`src/rtl/alu_pkg.sv`:
```
// Shared constants for the ALU front end: datapath width, {f,x,n} select codes
// and the sequencer state type.
`timescale 1ns/1ps
package alu_pkg;

  localparam int unsigned ALU_WIDTH = 6;

  localparam logic [2:0] OP_NONE = 3'b000;
  localparam logic [2:0] OP_N    = 3'b001;
  localparam logic [2:0] OP_X    = 3'b010;
  localparam logic [2:0] OP_XN   = 3'b011;
  localparam logic [2:0] OP_F    = 3'b100;
  localparam logic [2:0] OP_FN   = 3'b101;
  localparam logic [2:0] OP_FX   = 3'b110;
  localparam logic [2:0] OP_FXN  = 3'b111;

  typedef enum logic [1:0] {
    ST_IDLE   = 2'd0,
    ST_SETTLE = 2'd1,
    ST_HOLD   = 2'd2
  } state_t;

endpackage

```
`src/rtl/alu_settle_counter.sv`:
```
// Loadable down-counter that times how long the ALU inputs are held before capture.
`timescale 1ns/1ps
module alu_settle_counter #(
  parameter int unsigned CW = 4
) (
  input  logic          clk,
  input  logic          reset_n,
  input  logic          load,
  input  logic [CW-1:0] load_value,
  input  logic          dec,
  output logic          zero
);

  logic [CW-1:0] count;

  always_ff @(posedge clk or negedge reset_n) begin
    if (!reset_n) begin
      count <= '0;
    end else if (load) begin
      count <= load_value;
    end else if (dec && (count != '0)) begin
      count <= count - CW'(1);
    end
  end

  assign zero = (count == '0);

endmodule

```
`src/rtl/alu_op_sequencer.sv`:
```
// Registered front end for the combinational ALU: accepts one op, holds the ALU
// inputs for a settle time, captures the result and hands it downstream.
`timescale 1ns/1ps
module alu_op_sequencer
  import alu_pkg::*;
#(
  parameter int unsigned WIDTH         = ALU_WIDTH,
  parameter int unsigned SETTLE_CYCLES = 1,
  parameter int unsigned COUNT_WIDTH   = 8
) (
  input  logic                   clk,
  input  logic                   reset_n,
  input  logic                   in_valid,
  output logic                   in_ready,
  input  logic [WIDTH-1:0]       in_a,
  input  logic [WIDTH-1:0]       in_b,
  input  logic [2:0]             in_op,
  input  logic                   in_chain,
  output logic [WIDTH-1:0]       alu_input1,
  output logic [WIDTH-1:0]       alu_input2,
  output logic                   alu_f,
  output logic                   alu_x,
  output logic                   alu_n,
  input  logic [WIDTH-1:0]       alu_result,
  output logic                   out_valid,
  input  logic                   out_ready,
  output logic [WIDTH-1:0]       out_result,
  output logic [2:0]             out_op,
  output logic                   busy,
  output logic [COUNT_WIDTH-1:0] op_count
);

  localparam logic [3:0] SETTLE_LOAD = 4'(SETTLE_CYCLES - 1);

  state_t           state;
  logic [WIDTH-1:0] last_result;
  logic             rst_meta;
  logic             rst_sync;
  logic             cnt_zero;
  logic             accept;

  // Assertion is immediate; release is retimed to clk through two flops.
  always_ff @(posedge clk or negedge reset_n) begin
    if (!reset_n) begin
      rst_meta <= 1'b0;
      rst_sync <= 1'b0;
    end else begin
      rst_meta <= 1'b1;
      rst_sync <= rst_meta;
    end
  end

  assign in_ready = rst_sync && (state == ST_IDLE);
  assign busy     = (state != ST_IDLE);
  assign accept   = in_valid && in_ready;

  alu_settle_counter #(.CW(4)) u_settle (
    .clk        (clk),
    .reset_n    (rst_sync),
    .load       (accept),
    .load_value (SETTLE_LOAD),
    .dec        (state == ST_SETTLE),
    .zero       (cnt_zero)
  );

  always_ff @(posedge clk or negedge rst_sync) begin
    if (!rst_sync) begin
      state       <= ST_IDLE;
      alu_input1  <= '0;
      alu_input2  <= '0;
      alu_f       <= 1'b0;
      alu_x       <= 1'b0;
      alu_n       <= 1'b0;
      out_valid   <= 1'b0;
      out_result  <= '0;
      out_op      <= '0;
      op_count    <= '0;
      last_result <= '0;
    end else begin
      case (state)
        ST_IDLE: begin
          if (accept) begin
            alu_input1 <= in_chain ? last_result : in_a;
            alu_input2 <= in_b;
            {alu_f, alu_x, alu_n} <= in_op;
            state <= ST_SETTLE;
          end
        end
        ST_SETTLE: begin
          if (cnt_zero) begin
            out_result  <= alu_result;
            last_result <= alu_result;
            out_op      <= {alu_f, alu_x, alu_n};
            out_valid   <= 1'b1;
            state       <= ST_HOLD;
          end
        end
        ST_HOLD: begin
          if (out_ready) begin
            out_valid <= 1'b0;
            op_count  <= op_count + COUNT_WIDTH'(1);
            state     <= ST_IDLE;
          end
        end
        default: state <= ST_IDLE;
      endcase
    end
  end

endmodule

```
`config.mk`:
```
export PLATFORM = sky130hd
export DESIGN_NAME = alu_op_sequencer
export DESIGN_NICKNAME = d
export VERILOG_FILES = /design/src/rtl/alu_pkg.sv /design/src/rtl/alu_settle_counter.sv /design/src/rtl/alu_op_sequencer.sv
export SDC_FILE = /design/constraint.sdc
export NUM_CORES = 1
export LEC_CHECK = 0
export ABC_AREA = 1
export BUFFER_PORTS_ARGS = -buffer_cell sky130_fd_sc_hd__buf_2
export CAP_MARGIN = 20
export CORE_ASPECT_RATIO = 0.75
export CORE_UTILIZATION = 25
export DETAILED_ROUTE_END_ITERATION = 7
export PLACE_DENSITY = 0.55
export SYNTH_ARGS = -nofsm -noshare
export SYNTH_HDL_FRONTEND = slang
export SYNTH_SLANG_ARGS = --single-unit
```
`constraint.sdc`:
```
create_clock -name clk -period 2.1 [get_ports clk]
set_input_delay 0.21 -clock clk [delete_from_list [all_inputs] [get_ports clk]]
set_output_delay 0.21 -clock clk [all_outputs]
set_load 0.005 [all_outputs]
```
# Yosys cells after proc, flatten, opt, wreduce, memory -nomap -nowiden
# Cells that the tools add are included.
[op_classes]
n_div = 0
bitwise_logic = 0
addsub = 2
n_shift = 0
n_mux = 10
eq_ne = 5
magnitude_cmp = 0
n_mul = 0
n_reduce_logical = 14
[ops]
columns = ["op", "n"]
rows = [
  ["$add 8x1->8 const B", 1],
  ["$mux 4", 2],
  ["$mux 2", 3],
  ["$mux 6", 1],
  ["$ne 2x2->1 const B", 3],
  ["$pmux 2 s3", 1],
  ["$reduce_and 2->1", 3],
  ["$reduce_and 3->1", 2],
  ["$reduce_bool 2->1", 3],
  ["$logic_not 4->1", 1],
  ["$reduce_bool 4->1", 1],
  ["$sub 4x1->4 const B", 1],
  ["$logic_and 1x1->1", 3],
  ["$eq 2x1->1 const B", 1],
  ["$eq 2x2->1 const B", 1],
  ["$logic_not 2->1", 1],
  ["$mux 1", 2],
  ["$pmux 1 s2", 1],
]
[word_totals]
romBits = 0
input_bits = 26
mem_count = 0
latchBits = 0
ramBits = 0
out_inout_bits = 35
ff_bits = 41

# Logic depth before layout (Yosys ltp)
# Gate-level depths: netlist (run 1).
[depth]
ltp_word = 5
ltp_mapped = 7
ltp_nobuf = 7

# Hierarchy
# Synthesis (run 1) repeated with hierarchy kept, for this count alone.
[unflattened]
cells_unflattened = 225
hier_area_um2 = 1890.6
[by_module_without_submodules]
columns = ["mod", "area_each_um2", "seq_area_each_um2", "n_inst", "cells_per_inst"]
rows = [
  ["alu_op_sequencer", 1595.3, 925.9, 1, 179],
  ["alu_settle_counter", 295.3, 100.1, 1, 46],
]

# Worst setup path before layout (run 1)
# OpenSTA, ideal clock, no wires.
[synth_path]
path_type = "register to register"
from = "reg rst_sync"
to = "reg alu_input1[1]"
slack_ps = 214
t_required_ps = 1981
path_buffers = 1
setup_ps = 119
path_stages_with_launch = 5
arrival_ps = 1768
path_cell_list = "dfrtp_1 > nand3_4 > buf_4 > nand2_1 > o21ai_2"
[synth_between]
elab_chain_len = 3
[synth_lines]
columns = ["item", "line_no", "source"]
rows = [
  ["from (decl)", "alu_op_sequencer.sv:38", "logic rst_sync;"],
  ["from (signal assigned)", "alu_op_sequencer.sv:49", "rst_sync <= rst_meta;"],
  ["$logic_and 1x1->1", "alu_op_sequencer.sv:53", "assign in_ready = rst_sync && (state == ST_IDLE);"],
  ["$logic_and 1x1->1", "alu_op_sequencer.sv:55", "assign accept = in_valid && in_ready;"],
  ["$reduce_and 2->1 (no line)", "-", ""],
  ["to (signal assigned)", "alu_op_sequencer.sv:83", "alu_input1 <= in_chain ? last_result : in_a;"],
  ["to (decl)", "alu_op_sequencer.sv:19", "output logic [WIDTH-1:0] alu_input1,"],
]
# No other way between the ends.
# A chain may end at the register's enable or synchronous reset.

# Worst setup path after layout (run 1)
[layout_path]
from = "reg state[1]"
to = "reg u_settle.count[1]"
[layout_between]
elab_chain_len = 4
[layout_lines]
columns = ["item", "line_no", "source"]
rows = [
  ["from (decl)", "alu_op_sequencer.sv:35", "state_t state;"],
  ["from (signal assigned)", "alu_op_sequencer.sv:68", "state <= ST_IDLE;"],
  ["from (signal assigned)", "alu_op_sequencer.sv:86", "state <= ST_SETTLE;"],
  ["from (signal assigned)", "alu_op_sequencer.sv:95", "state <= ST_HOLD;"],
  ["$logic_not 2->1", "alu_op_sequencer.sv:53", ""],
  ["$logic_and 1x1->1", "alu_op_sequencer.sv:53", ""],
  ["$logic_and 1x1->1", "alu_op_sequencer.sv:55", ""],
  ["$mux 4 or $reduce_bool 2->1 (tied branches)", "-", ""],
  ["to (signal assigned)", "alu_settle_counter.sv:20", "count <= load_value;"],
  ["to (signal assigned)", "alu_settle_counter.sv:22", "count <= count - CW'(1);"],
  ["to (decl)", "alu_settle_counter.sv:14", "logic [CW-1:0] count;"],
]
# Parallel ways exist; a longest one is shown, timed or not.

==> impl_metrics.yaml, run 1 <==
sta:
  clock.fmax_ghz: 0.6838
  whs_ps: 150.5
  period_minus_slack_ps: 1462
  fin_skew_ps: 12.73
  setup-violations-final: 0
  grt_setup_unrepaired: "false"
  timing_max_transition_violations_final: 0
  total_negative_slack_for_setup_checks_ps: 0
  post-route-period-util: 0.6964
  report.final.hold_viol_count: 0
power_and_ir_drop:
  intPower_mw: 1.904
  seq_pwr_share: 0.440
  p_switching_mw: 1.149
  power.clock.fraction: 0.170
  power.density_cell_area_nw_per_um2: 1276
  p_leak_nw: 1.306
  power.ir.vdd_worst_uv: 348.0
  combPwrFrac: 0.390
  switching_share: 0.3765
clock_tree:
  cts.sinks: 41
  cts_post_setup_buffers_inserted: 0
  cts_made_buffers: 5
  cts_resized: 0
  cts_tree: "built"
  worst_setup_hold_path_clk_slew_ps: 60
  cts_hold_buf: 1
  cts_max_path_buffers: 2
  cts_max_level: 2
  cts-root-buf: "clkbuf_8"
  clock_latency_ps: 290
detailed_routing:
  detail_route.wirelength_mm: 3.893
  detail_route.wl_per_cell_um: 10.64
  drt_first_iter_violations: 59
  detailroute.via_count: 1472
  detail_route.first_pass.iterations: 4
  vias_per_cell: 4.022
  residual_antenna_violating_net_count_after_detailed_routing: 0
  remaining_drc_errors: 0
die:
  initial_utilization: 0.2591
  die_w_um: 102.6
  core-area_um2: 7331
  die_area_um2: 7953
  std_cell_rows: 27
  pin_count: 61
  chipHeight_um: 77.49
worst_setup_path:
  critical_path.top_delay_family: "simple AND/OR/NAND/NOR gates"
  worstPathRequired_ps: 2250
  reg2reg_setup_slack_ps: 640
  type_of_the_worst_setup_path: "flip-flop to flip-flop"
  crit_path_top_delay_cell: "dfrtp_1"
  timing.critical_path.to_type: "flip-flop"
  count_of_buffering_cells_on_the_critical_path_with_inverters_included: 0
  timing.critical_path.arrival_ps: 1620
  critical_path.cell_chain: "nor2_2 -> nand3_4 -> nand2_1 -> o22ai_1"
  critPathMaxStageDelay_ps: 410
  worstPathMaxFanout: 35
  worstSetupStartpointType: "flip-flop"
finish:
  most-common-layout-cells: "60 x buf_2, 57 x nand2_1, 40 x dfrtp_1"
  layout_commonest_cell: "buf_2"
  antennaDiodeCount: 0
  nNetsFinal: 293
  area_growth_syn_to_layout_pct: 25.95
  post_route_cells_drive_above_1_share: 0.3660
synth:
  synth_simple_gate_area_share: 0.1858
  ys_seq_elements: 41
  synth_fa_ha_area_frac: 0.01318
  synthXorXnorAreaFrac: 0.02306
  synth_area_um2: 1899
  avg_cell_area_syn_um2: 9.449
  ys_seq_area_frac: 0.5402
  synth-compound-area-share: 0.1186
  largest_family_of_logic_cells_by_synthesized_area: "simple AND/OR/NAND/NOR gates"
  synth.yosys.warnings: 0
  yosys-mux-area-fraction: 0.03162
  yosysUniqueCellTypes: 21
  syn_nets: 229
  synthCells: 201
global_routing:
  via_count_of_the_first_global_routing_pass: 1415
  antenna_found_initial: 0
  global_route_overflow: 0
  global_route.usage.total: 0.1058
  first_pass_grt_wire_length_mm: 6.437
  grt_max_degree: 40
place:
  gp_congestion: 0.7429
  numPortBuffers: 60
  detailed_place_hpwl_mm: 2.908
status:
  status: "complete, no violations"
hold_path:
  hp-class: "input port to flip-flop"
job:
  max_cap_viol_count: 0
[Yosys cell counts]
cell type,instances,share of area
nand2_1,57,0.11
dfrtp_1,41,0.54
inv_1,30,0.059
o21ai_2,20,0.092
nor2_1,11,0.022
nand3_1,9,0.024
mux2i_1,6,0.032
xor2_1,5,0.023
a21oi_2,3,0.014
buf_4,3,0.012
buf_6,2,0.012
ha_1,2,0.013
nand4_1,2,0.0066
nor2_2,2,0.0066
o21ai_1,2,0.0053
clkbuf_2,1,0.0026
conb_1,1,0.0020
nand3_2,1,0.0053
nand3_4,1,0.0092
o22ai_1,1,0.0033
o31ai_1,1,0.0040
[power groups by stage]
stage,sequential [mW],clock (mW),combinational (mW)
6_report,1.34,0.519,1.19
5_1_grt,1.39,0.573,1.37
4_1_cts,1.35,0.544,1.22
3_5_place_dp,1.36,0,1.22
3_3_place_gp,1.35,0,1.19
2_1_floorplan,1.36,0,0.759
[metal layers]
layer | global-route usage | vias to the layer above | part of all wire
met5 | 0 | - | 0
li1 | - | 755 | -
met1 | 0.1353 | 677 | 0.46
met3 | 0.03604 | 2 | 0.066
met2 | 0.1660 | 38 | 0.47
met4 | 0.03429 | 0 | 0.0039
[through the flow]
stage	total power [mW]	area, um^2	setup slack (ps)	instances	utilization
3_5_place_dp	2.578	2292	611.3	358	0.3127
5_1_grt	3.326	2392	490.5	366	0.3263
4_1_cts	3.111	2392	600.5	366	0.3263
6_report	3.053	2392	637.6	366	0.3263
3_3_place_gp	2.545	2292	645.4	358	0.3127
2_1_floorplan	2.120	1899	213.5	201	-
[logic make-up after synthesis]
| family | after synthesis |
|---|---|
| and+or+nand+nor | 83 |
| DFF | 41 |
| buffers and inverters | 36 |
| AOI/OAI and AO/OA | 27 |
| muxes | 6 |
| xor gates and xnor gates | 5 |
| adders and majority gates | 2 |
| other | 1 |
[flip-flops by register name, summed over array words and instances, names as in the netlist]
register        flops
alu_f               1
alu_input1          6
alu_input2          6
alu_n               1
alu_x               1
last_result         6
op_count            8
out_op              3
out_valid           1
rst_meta            1
rst_sync            1
state               2
u_settle.count      4
[area by class of cell]
class	instances	area, um^2
clock buffers	6	82.58
fillers	794	4938
multi-input cells	124	710.7
well taps	101	126.4
repair buffers	63	325.3
clock inverters	1	7.507
flip-flops and latches	41	1027
inverters	30	112.6
[final timing paths]
kind / start / end / cells after the start
max in group asynchronous: rst_sync / u_settle.count[1] / 1
worst min-delay path: out_ready / state[1] / 2
worst min register to register: rst_meta / rst_sync / 0
min in group asynchronous: reset_n / rst_sync / 2
worst max-delay path: state[1] / u_settle.count[1] / 4
worst max register to register: state[1] / u_settle.count[1] / 4
(Power assumes the default switching activity.)
==> run 2: changes to the inputs <==
--- a/config.mk
+++ b/config.mk
@@ -5,13 +5,13 @@
 export SDC_FILE = /design/constraint.sdc
 export NUM_CORES = 1
 export LEC_CHECK = 0
-export ABC_AREA = 1
+export ABC_AREA = 0
 export BUFFER_PORTS_ARGS = -buffer_cell sky130_fd_sc_hd__buf_2
 export CAP_MARGIN = 20
 export CORE_ASPECT_RATIO = 0.75
 export CORE_UTILIZATION = 25
 export DETAILED_ROUTE_END_ITERATION = 7
-export PLACE_DENSITY = 0.55
+export PLACE_DENSITY = 0.56
 export SYNTH_ARGS = -nofsm -noshare
 export SYNTH_HDL_FRONTEND = slang
 export SYNTH_SLANG_ARGS = --single-unit
==> constraint.sdc (replaced) <==
create_clock -name clk -period 1.4 [get_ports clk]
set_input_delay 0.14 -clock clk [delete_from_list [all_inputs] [get_ports clk]]
set_output_delay 0.14 -clock clk [all_outputs]
set_load 0.005 [all_outputs]
==> run 2 against run 1 <==
Effect of this change: the run now ends with setup timing left; synthesized cell count is 34% lower; clock skew is 11 ps lower; sequential share of layout area is 2.0 points lower; fmax is 0.91% higher; largest cell class unchanged.
==> impl_metrics.yaml, run 2 <==
die:
  die_area_um2: 7180
  die_w_um: 97.51
  initial_utilization: 0.2654
  pin_count: 61
  core-area_um2: 6444
  chipHeight_um: 73.63
  std_cell_rows: 25
synth:
  ys_seq_elements: 41
  synthXorXnorAreaFrac: 0.03584
  largest_family_of_logic_cells_by_synthesized_area: "multiplexers"
  synth_area_um2: 1710
  yosysUniqueCellTypes: 32
  synthCells: 132
  synth_fa_ha_area_frac: 0.01463
  ys_seq_area_frac: 0.5999
  synth_simple_gate_area_share: 0.1010
  synth.cells.most_frequent: "41 x dfrtp_1, 19 x mux2_2, 10 x nor2_1"
  yosys.area.top_type: "dfrtp_1"
  synth-edff-count: 0
  asyncSetResetFlopFracSynth: 1.000
  synth-compound-area-share: 0.04682
  synthFlopType: "dfrtp_1"
  synth.yosys.warnings: 0
  synth.top_cells.by_area: "dfrtp_1 60%, mux2_2 13%, mux2i_1 4.1%, nor2_1 2.2%, a21oi_1 2.0%"
  synth.most_common_cell: "dfrtp_1"
  avg_cell_area_syn_um2: 12.96
  synth_top_cell_area_share: 0.5999
  yosys-mux-area-fraction: 0.1661
  syn_nets: 160
finish:
  area_growth_syn_to_layout_pct: 47.55
  largest-register: "op_count"
  fill_cells: 646
  final_core_utilization: 0.3917
  post_route_cells_drive_above_1_share: 0.6186
  layout_commonest_cell: "buf_2"
  most-common-layout-cells: "60 x buf_2, 38 x dfrtp_1, 13 x buf_4"
  largest_register_ffs: 8
  antennaDiodeCount: 0
  nNetsFinal: 243
  final_design_area_no_fill_um2: 2524
power_and_ir_drop:
  power.density_cell_area_nw_per_um2: 2046
  p_leak_nw: 1.226
  report.power.total_mw: 5.164
  power.ir.vdd_worst_uv: 817.8
place:
  gp_congestion: 0.7048
  placedInstanceArea_um2: 2236
  preCtsSetupSlack_ps: -73.60
  numPortBuffers: 60
  detailed_place_hpwl_mm: 2.759
sta:
  report.final.hold_viol_count: 0
  worst_max_slew_margin_expressed_relative_to_the_limit: 0.6586
  postLayoutSetupSlackWorst_ps: -49.24
  worst_slew_pin_slew_ps: 512.1
  setup-violations-final: 18
  timing_max_transition_violations_final: 0
  grt_setup_unrepaired: "true"
  post-route-period-util: 1.035
  period_minus_slack_ps: 1449
  clock.fmax_ghz: 0.6900
  fin_skew_ps: 2.019
clock_tree:
  clock_latency_ps: 280
  cts-root-buf: "clkbuf_8"
  worst_setup_hold_path_clk_slew_ps: 70
  cts_made_buffers: 5
  cts_max_level: 2
  cts_tree: "built"
  cts.sinks: 41
  cts_max_path_buffers: 2
worst_setup_path:
  type_of_the_worst_setup_path: "flip-flop to flip-flop"
  critical_path.cell_chain: "inv_2 -> ha_4 -> nor3b_4 -> nand2_2 -> buf_6 -> mux2_2"
  worstSetupStartpointType: "flip-flop"
  worstPathRequired_ps: 1580
  timing.critical_path.to_type: "flip-flop"
  crit_path_top_delay_cell: "dfrtp_1"
  critical_path.top_delay_family: "flip-flops"
  timing.critical_path.arrival_ps: 1620
  critPathMaxStageDelay_ps: 400
  count_of_buffering_cells_on_the_critical_path_with_inverters_included: 2
  worstPathMaxFanout: 5
hold_path:
  hp-class: "input port to flip-flop"
global_routing:
  grt_max_degree: 40
  global_route.usage.total: 0.1186
  via_count_of_the_first_global_routing_pass: 1246
  antenna_found_initial: 0
  first_pass_grt_wire_length_mm: 6.513
  global_route_overflow: 0
detailed_routing:
  detail_route.first_pass.iterations: 5
  detail_route.wl_per_cell_um: 13.68
  residual_antenna_violating_net_count_after_detailed_routing: 0
  detailroute.via_count: 1292
  detail_route.wirelength_mm: 4.049
  remaining_drc_errors: 0
  vias_per_cell: 4.365
  drt_first_iter_violations: 37
job:
  max_cap_viol_count: 0
status:
  status: "finished, violations left"
  violations: "setup timing"
-- run 2: cell types whose count changed after synthesis, moves of 2 or more --
cell / change
a21oi_1: +7
a21oi_2: -3
inv_1: -24
mux2_2: +19
nand2_1: -52
nand2b_1: +3
nand3_1: -7
nor2_2: -2
nor3_1: +3
o21ai_1: -2
o21ai_2: -20
xnor2_1: +3
-- run 2: routing by layer --
layer  track usage  vias to the layer above  routed length, um
met1        0.1591                      625               1864
li1              -                      616                  -
met5             0                        -                  0
met2        0.1834                       46               1881
met3       0.04282                        5                276
met4       0.02941                        0                 26
-- run 2: per-stage QoR --
| stage | hold WS, ps | instances | TNS [ps] |
|---|---|---|---|
| floorplan | -155.6 | 132 | -3052 |
| global placement | -73.21 | 282 | -365.6 |
| detailed placement | -71.27 | 282 | -705.7 |
| CTS | 67.68 | 293 | -292.7 |
| global route | 49.29 | 296 | -1786 |
| finish | 51.64 | 296 | -667.9 |
-- run 2: final timing paths --
kind | slack, ps | from | end | cells past startpoint
worst min register to register | 350 | rst_meta | rst_sync | 0
worst min-delay path | 50 | out_ready | state[1] | 2
min in group asynchronous | 160 | reset_n | rst_meta | 2
worst max register to register | -50 | u_settle.count[0] | last_result[5] | 6
max in group asynchronous | 580 | rst_sync | state[1] | 1
worst max-delay path | -50 | u_settle.count[0] | last_result[5] | 6
-- run 2: cells by family (layout without fill, tap and decap cells) --
kind of cell,count (synthesis),count (layout)
DFF,41,41
and+or+nand+nor,31,31
muxes,26,26
AOI/OAI and AO/OA,13,13
buffers and inverters,11,94
xor gates and xnor gates,7,7
adders and majority gates,2,2
other,1,1
-- run 2: area by class of cell --
class	instances	area (um^2)	share of cell area
sequential	41	1032	0.4090
tap	81	101.3	0.04016
inverter	6	22.52	0.008924
clock buffer	7	86.33	0.03421
timing repair buffer	81	494.2	0.1958
multi-input combinational	80	787.0	0.3118
-- run 2: what timing repair did --
action / in CTS / in global routing
gates cloned: 1 / 0
hold buffers: 1 / 0
setup endpoints to repair: 20 / 31
gates resized for setup: 13 / 28
setup buffers: 2 / 4
hold endpoints to repair: 2 / 0
pin swaps: 3 / 6
-- run 2: where the power goes --
part           switching, mW  leakage [nW]  internal, mW
logic                  0.907         0.694          1.39
clock network          0.385        0.0443         0.391
registers              0.417         0.488          1.68
total                   1.71          1.23          3.45
==> run 3: changes to the inputs <==
--- a/config.mk
+++ b/config.mk
@@ -11,7 +11,8 @@
 export CORE_ASPECT_RATIO = 0.75
 export CORE_UTILIZATION = 25
 export DETAILED_ROUTE_END_ITERATION = 7
-export PLACE_DENSITY = 0.56
+export PLACE_DENSITY = 0.55
 export SYNTH_ARGS = -nofsm -noshare
 export SYNTH_HDL_FRONTEND = slang
+export SYNTH_HIERARCHICAL = 1
 export SYNTH_SLANG_ARGS = --single-unit
==> run 3 against run 2 <==
Effect of this change: critical path type unchanged; via count is 8.7% higher; flip-flop and latch count stayed put; worst hold slack better by 21 ps; combinational power is 5% higher; clock power is 25% higher; non-clock buffer count is 10 higher; area after synthesis is 6.3% higher; first-iteration DRC count is 14% lower; power is 5.8% higher; worst setup slack worse by 84 ps; the flow still finishes with violations (setup timing); final area is 11% higher; sequential share of layout area is 4.1 points lower.
==> impl_metrics.yaml, run 3 <==
status:
  status: "finished, violations left"
  violations: "setup timing"
synth:
  synth-compound-area-share: 0.05781
  yosysUniqueCellTypes: 38
  synth.cells.most_frequent: "41 x dfrtp_1, 13 x mux2_2, 8 x nor2_1"
  yosys-mux-area-fraction: 0.1631
  synth.most_common_cell: "dfrtp_1"
  synthFlopType: "dfrtp_1"
  yosys.area.top_type: "dfrtp_1"
  synth.yosys.warnings: 6
  avg_cell_area_syn_um2: 13.08
  synthXorXnorAreaFrac: 0.03372
  synth.top_cells.by_area: "dfrtp_1 56%, mux2_2 8.1%, mux2_4 5.0%, mux2i_1 3.3%, a21oi_1 1.9%"
  synth_top_cell_area_share: 0.5643
  synth_area_um2: 1818
  synth-edff-count: 0
  asyncSetResetFlopFracSynth: 1.000
  synth_fa_ha_area_frac: 0.01376
  synth_simple_gate_area_share: 0.1136
  ys_seq_area_frac: 0.5643
  largest_family_of_logic_cells_by_synthesized_area: "multiplexers"
  synthCells: 139
  ys_seq_elements: 41
sta:
  report.final.hold_viol_count: 0
  period_minus_slack_ps: 1533
  post-route-period-util: 1.095
  timing_max_transition_violations_final: 0
  grt_setup_unrepaired: "true"
  clock.fmax_ghz: 0.6521
  postLayoutSetupSlackWorst_ps: -133.4
  fin_skew_ps: 10.73
  setup-violations-final: 25
  whs_ps: 73.11
finish:
  area_growth_syn_to_layout_pct: 53.82
  layout_commonest_cell: "buf_2"
  final_core_utilization: 0.4036
  post_route_cells_drive_above_1_share: 0.6213
  nNetsFinal: 262
  most-common-layout-cells: "59 x buf_2, 40 x dfrtp_1, 14 x buf_6"
  antennaDiodeCount: 0
  largest_register_ffs: 8
  largest-register: "op_count"
global_routing:
  global_route_overflow: 0
  first_pass_grt_wire_length_mm: 5.982
  global_route.usage.total: 0.1026
  via_count_of_the_first_global_routing_pass: 1289
  antenna_found_initial: 0
  grt_max_degree: 41
place:
  numPortBuffers: 60
  preCtsSetupSlack_ps: -178.8
  detailed_place_hpwl_mm: 2.696
  gp_congestion: 0.7234
die:
  pin_count: 61
  core-area_um2: 6929
  die_area_um2: 7621
  std_cell_rows: 26
  chipHeight_um: 75.85
  die_w_um: 100.5
  initial_utilization: 0.2624
detailed_routing:
  detail_route.wirelength_mm: 4.024
  remaining_drc_errors: 0
  detail_route.wl_per_cell_um: 12.08
  vias_per_cell: 4.219
  detail_route.first_pass.iterations: 4
  drt_first_iter_violations: 32
  detailroute.via_count: 1405
  residual_antenna_violating_net_count_after_detailed_routing: 0
worst_setup_path:
  timing.critical_path.arrival_ps: 1720
  worstPathRequired_ps: 1580
  critPathMaxStageDelay_ps: 430
  crit_path_top_delay_cell: "dfrtp_1"
  type_of_the_worst_setup_path: "flip-flop to flip-flop"
  timing.critical_path.to_type: "flip-flop"
  worstSetupStartpointType: "flip-flop"
  worstPathMaxFanout: 7
  critical_path.cell_chain: "nor4bb_4 -> buf_4 -> buf_6 -> mux2_2"
clock_tree:
  cts_max_level: 2
  cts_tree: "built"
  worst_setup_hold_path_clk_slew_ps: 90
  cts-root-buf: "clkbuf_8"
  cts_max_path_buffers: 2
  cts.sinks: 41
  cts_made_buffers: 5
  clock_latency_ps: 290
power_and_ir_drop:
  power.density_cell_area_nw_per_um2: 1954
  power.ir.vdd_worst_uv: 877.0
  p_leak_nw: 1.357
job:
  max_cap_viol_count: 0
hold_path:
  hp-class: "input port to flip-flop"
run 3: cell types whose count changed in the layout (fill, tap and decap cells not counted), sizes merged, moves of 2 or more:
| cell | previous run | this run |
|---|---|---|
| and4b | 0 | 2 |
| nor2 | 10 | 8 |
| nand2b | 3 | 0 |
| o21ai | 1 | 3 |
| conb | 1 | 5 |
| or2b | 0 | 2 |
| buf | 80 | 88 |
run 3: cells by family (layout without fill, tap and decap cells):
group,Yosys count,after routing
and+or+nand+nor,34,34
buffers and inverters,12,105
adders and majority gates,2,2
DFF,41,41
xor gates and xnor gates,7,7
other,2,5
AOI/OAI and AO/OA,16,16
muxes,25,25
run 3: repair_timing:
action                                 4_1_cts  5_1_grt
gates resized for setup                     19       35
hold buffers                                 1        0
pin swaps                                    7        6
endpoints found under the hold margin        2        0
cloned                                       0        2
setup endpoints to repair                   28       36
setup buffers                               14        0
run 3: worst paths after layout:
| path | startpoint | end | slack [ps] | cells after the start |
|---|---|---|---|---|
| max | state[1] | alu_input2[2] | -130 | 4 |
| min | in_op[0] | alu_n | 70 | 2 |
| max reg2reg | state[1] | alu_input2[2] | -130 | 4 |
| min reg2reg | rst_meta | rst_sync | 350 | 0 |
| max in group asynchronous | rst_sync | alu_input2[4] | 850 | 2 |
| min in group asynchronous | reset_n | rst_sync | 150 | 2 |
run 3: metal layers:
metal  track usage  vias to the layer above  routed length, um
met1        0.1338                      683               1930
met4       0.01932                        0                 29
met2        0.1651                       43               1808
met5             0                        -                  0
li1              -                      675                  -
met3       0.03945                        4                255
run 3: worst max-delay path: cells and delay by family (launching register included):
| kind | cells | cell delay (ps) |
|---|---|---|
| buffers and inverters | 2 | 320 |
| flip-flops | 1 | 430 |
| AND/OR/NAND/NOR | 1 | 360 |
| multiplexers | 1 | 320 |
run 3: area by class of cell:
cell class | count | area [um^2]
timing repair buffer | 91 | 673.1
multi-input combinational | 89 | 833.3
clock buffer | 5 | 68.82
sequential | 41 | 1030
fill | 687 | 4133
inverter | 6 | 22.52
clock inverter | 3 | 46.29
tap | 98 | 122.6
run 3: per-stage QoR:
step           std cells  power [mW]  cell area (um^2)  TNS [ps]
2_1_floorplan        142       3.184              1846     -4720
3_3_place_gp         308       3.969              2321     -1806
3_5_place_dp         308       3.997              2321     -2878
4_1_cts              331       5.242              2620     -1756
5_1_grt              333       5.866              2796     -4176
6_report             333       5.465              2796     -2056
run 3: power by group:
part / switching, mW / total [mW] / internal (mW)
logic: 0.901 / 2.41 / 1.50
clock network: 0.437 / 0.971 / 0.534
registers: 0.402 / 2.09 / 1.69
total: 1.74 / 5.47 / 3.72
